==> config.mk <==
export PLATFORM = sky130hd
export DESIGN_NAME = abro_state_machine
export DESIGN_NICKNAME = d
export VERILOG_FILES = /design/src/rtl/abro_pkg.sv /design/src/rtl/abro_state_machine.sv
export SDC_FILE = /design/constraint.sdc
export NUM_CORES = 1
export LEC_CHECK = 0
export ABC_AREA = 1
export CORE_AREA = 8 8 45 47
export CTS_CLUSTER_DIAMETER = 60
export DETAILED_ROUTE_END_ITERATION = 6
export DIE_AREA = 0 0 53 55
export RECOVER_POWER = 25
export SKIP_CTS_REPAIR_TIMING = 1
export SLEW_MARGIN = 30
export SYNTH_ARGS = -nofsm -noshare
export SYNTH_HDL_FRONTEND = slang
export SYNTH_SLANG_ARGS = --single-unit
export TNS_END_PERCENT = 5
==> constraint.sdc <==
create_clock -name clk -period 1.1 [get_ports clk]
set_clock_uncertainty 0.2 [all_clocks]
set_input_delay 0.165 -clock clk [delete_from_list [all_inputs] [get_ports clk]]
set_output_delay 0.165 -clock clk [all_outputs]
set_load 0.1 [all_outputs]
==> src/rtl/abro_pkg.sv <==
// Shared state encodings for the ABRO sequence detector.
package abro_pkg;

    typedef enum logic [3:0] {
        S_WAIT  = 4'd0,
        S_GOT_A = 4'd1,
        S_GOT_B = 4'd2,
        S_EMIT  = 4'd3,
        S_DONE  = 4'd4
    } abro_state_e;

endpackage

==> src/rtl/abro_state_machine.sv <==
// ABRO detector: pulse O once after both A and B have been seen since reset.
// Define ABRO_REARM_EN to return from S_DONE to S_WAIT once A and B are both low.
module abro_state_machine
    import abro_pkg::*;
(
    input  logic       clk,
    input  logic       reset_n,
    input  logic       A,
    input  logic       B,
    output logic       O,
    output logic [3:0] state
);

    abro_state_e state_q;
    abro_state_e state_d;

    always_ff @(posedge clk) begin
        if (!reset_n) begin
            state_q <= S_WAIT;
        end else begin
            state_q <= state_d;
        end
    end

    always_comb begin
        state_d = S_WAIT;
        case (state_q)
            S_WAIT: begin
                if (A && B)  state_d = S_EMIT;
                else if (A)  state_d = S_GOT_A;
                else if (B)  state_d = S_GOT_B;
                else         state_d = S_WAIT;
            end
            S_GOT_A: state_d = B ? S_EMIT : S_GOT_A;
            S_GOT_B: state_d = A ? S_EMIT : S_GOT_B;
            S_EMIT:  state_d = S_DONE;
            S_DONE: begin
`ifdef ABRO_REARM_EN
                state_d = (!A && !B) ? S_WAIT : S_DONE;
`else
                state_d = S_DONE;
`endif
            end
            // Unused codes recover to S_WAIT.
            default: state_d = S_WAIT;
        endcase
    end

    assign O     = (state_q == S_EMIT);
    assign state = state_q;

endmodule

Word level (Yosys, flattened, before mapping)

Index checks and enable logic that the tools add are counted.
Widths: inputs -> output; s select.

Bits in registers: 4
Bits of input ports: 4
Output and inout port bits: 5

Eq/ne operators: 4
Muxes and demuxes: 6
Reduce and logical (&&, ||, !) cells: 3

Operator list:

| operator           | number |
|---|---|
| $pmux 4 s4         | 1 |
| $eq 4x2->1 const B | 2 |
| $mux 2             | 4 |
| $eq 4x1->1 const B | 1 |
| $eq 4x3->1 const B | 1 |
| $logic_not 4->1    | 1 |
| $reduce_or 2->1    | 1 |
| $logic_and 1x1->1  | 1 |
| $mux 1             | 1 |

Depth between registers and ports, before layout

Depth in word-level cells: 4
Gate-level depth with buffers: 3
Mapped depth without buffers: 3

Least setup slack after synthesis

No wires, ideal clock.

Kind: reg2out
Start point: register state_q[1], in the netlist state[1]
End point: output O
Data arrival time: 2390 ps
Data required time: 735 ps
Setup slack: -1655 ps
Cell stages (with the launch flop): 3
Path buffers: 0
Cells stage by stage: dfxtp_1 -> nand2_1 -> nor2_1

Cells in the longest elaborated chain, start to end: 1

RTL lines:

| element                  | RTL line                 | RTL |
|---|---|---|
| start: declaration       | abro_state_machine.sv:14 | `abro_state_e state_q;` |
| start signal: assignment | abro_state_machine.sv:21 | `state_q <= state_d;` |
| $eq 4x2->1               | abro_state_machine.sv:49 | `assign O = (state_q == S_EMIT);` |
| end: declaration         | abro_state_machine.sv:10 | `output logic O,` |

No other way between the ends.

Worst setup path in the final report

Ends and elaborated chain as after synthesis.

==> impl_metrics.csv <==
group,metric,value,unit
run_status,status,"finished with violations",
run_status,violations,"negative setup slack",
routing,vias,147,
synthesis,synth_compound_area_share,11.58,%
finish,finalCoreUtilization,23.42,%
routing,wirelength,364,um
global_routing,grt_pass1_wl,531,um
timing,setup_slack,-177.0,ps
global_routing,grt_usage,3.332,%
placed_design,gp_congestion,0.5716,
synthesis,ys_warn_count,0,
routing,dr.pass1.iters,1,
synthesis,synth_cells,16,
setup_path,critPathMaxFanout,4,
setup_path,crit_arrival,910,ps
pwr,fin_total_pwr,0.5361,mW
finish,n_fill_cell,148,
synthesis,synth_area_leaders,"dfxtp_1 (51%), nor2_1 (19%), nand2_1 (9.5%), a21oi_2 (7.4%), buf_4 (6.3%)",
synthesis,synth_xor_area_share,0,%
setup_path,cp_data_required_time,730,ps
routing,wl_per_cell,7.913,um
synthesis,synth_mux_area_share,0,%
clock_tree,ctsRootBufferMaster,"clkbuf_4",
setup_path,worstSetupStartpointType,"flop",
global_routing,grt.overflow.total,0,
synthesis,synth.largest_area_cell,"dfxtp_1",
synthesis,synth_top_family_by_area,"simple AND/OR/NAND/NOR gates",
timing,slew_violations,0,
finish,multi_input_area,66.31,um2
clock_tree,clock_latency,230,ps
clock_tree,numCtsBuffers,3,
pwr,p_per_area,1654,nW/um2
floorplanning,start_util,8.590,%
pwr,ir_worst_vdd,0.3700,mV
timing,rsz0062_at_grt,"true",
finish,n_antenna_cell,0,
timing,min_period_over_period,116.1,%
clock_tree,cts_tree,"done",
clock_tree,clock_path_buffers,2,
synthesis,synth_seq_cells,3,
placed_design,dp.cells,40,
synthesis,yosysUniqueCellTypes,7,
floorplanning,io-pin-count,9,
finish,largest_register_ffs,3,
finish,syn2layout_area_growth,172.6,%
job,cap_violations,0,
finish,drive_gt1_share,56.67,%
setup_path,crit_type,"reg -> out",
finish,fin_nets,35,
floorplanning,dieHeight,55,um
routing,drt-initial-drc-count,0,
clock_tree,ctsHtreeMaxLevel,1,
routing,drc,0,
synthesis,ys_seq_area_share,50.53,%
clock_tree,clock-sinks,3,
timing,max_freq,0.7831,GHz
timing,setup_violations,7,
setup_path,endpoint_kind,"output port",
floorplanning,dieArea,2915,um2
floorplanning,coreArea,1384,um2
timing,final.setup.tns,-667.8,ps
global_routing,antenna_found_initial,0,
synthesis,yosys.area_share.simple,28.42,%
timing,worst_hold_slack,303.3,ps
synthesis,synthAdderAreaFrac,0,%
finish,stdcell_count,46,
placed_design,port_buffers,7,
worst_hold_path,hold_class,"in -> reg",
finish,register_area,71.32,um2
clock_tree,cts.clk_slew.worst_paths,40,ps
floorplanning,dieWidth,53,um
global_routing,grt_max_degree,6,
synthesis,synth_top_area_share,50.53,%
synthesis,syn_area_per_cell,7.429,um2
floorplanning,core.rowCount,14,
synthesis,syn_nets,20,
routing,ant_nets,0,
timing,finalHoldViolations,0,
pwr,leakagePower,0.1453,nW
global_routing,grt_pass1_vias,152,
routing,drt-vias-per-instance,3.196,
synthesis,syn_area,118.9,um2
timing,final.min_clock_period,1277,ps
==> final timing paths <==
| kind | start | to | slack (ps) | depth (start not counted) |
|---|---|---|---|---|
| worst max register to register | state[1]$_SDFF_PN0_ | state[0]$_SDFF_PN0_ | -70 | 5 |
| worst min-delay path | A | state[0]$_SDFF_PN0_ | 300 | 3 |
| worst min register to register | state[0]$_SDFF_PN0_ | state[0]$_SDFF_PN0_ | 310 | 2 |
| worst max-delay path | state[1]$_SDFF_PN0_ | O | -180 | 3 |
==> per-layer routing <==
| layer | track usage, % | share of wire [%] | vias to the layer above |
|---|---|---|---|
| met5 | 0 | 0 | - |
| li1 | - | - | 76 |
| met3 | 2.406 | 12 | 0 |
| met1 | 1.366 | 21 | 66 |
| met2 | 4.297 | 67 | 5 |
| met4 | 9.052 | 0 | 0 |
==> critical path: stages, from the launching register on <==
cell	delay, ps
dfxtp_4	360
nand2_4	50
nor2_4	90
buf_12	180
==> cells by family (layout without fill, tap and decap cells) <==
logic type | count (synthesis) | after routing
buffers and inverters | 1 | 15
AND/OR/NAND/NOR | 9 | 9
other | 1 | 1
flip-flops | 3 | 3
AO/OA/AOI/OAI | 2 | 2
==> layout by cell type (no fill, tap or decap), drive strengths merged <==
cell type      netlist  routed
a21oi                1       1
buf                  1       8
clkbuf               0       4
clkdlybuf4s50        0       3
conb                 1       1
dfxtp                3       3
nand2                3       3
nor2                 6       6
o21ai                1       1
==> where the power goes <==
| group | internal (mW) | leakage [nW] | switching (mW) | total [mW] |
|---|---|---|---|---|
| combinational | 0.0805 | 0.104 | 0.131 | 0.211 |
| sequential | 0.120 | 0.0267 | 0.0145 | 0.134 |
| clock | 0.136 | 0.0150 | 0.0548 | 0.191 |
| total | 0.336 | 0.145 | 0.200 | 0.536 |
==> synthesized netlist by cell type <==
master and instances:
dfxtp_1 3, a21oi_2 1, nor2_1 6, buf_4 1, conb_1 1, o21ai_0 1, nand2_1 3
==> cell type report <==
cell class / instances / area share [%]
Tap cell: 16 / 6.178
Sequential cell: 3 / 22.01
Timing Repair Buffer: 11 / 43.24
Multi-Input combinational cell: 12 / 20.46
Clock buffer: 4 / 8.108
==> through the flow <==
stage | setup WS (ps) | area [um2]
6_report | -177.0 | 324.1
2_1_floorplan | -416.8 | 137.6
3_3_place_gp | 16.67 | 275.3
4_1_cts | -239.6 | 301.5
5_1_grt | -220.9 | 324.1
3_5_place_dp | 7.470 | 275.3
No activity file was read; power rests on OpenSTA's default activity.
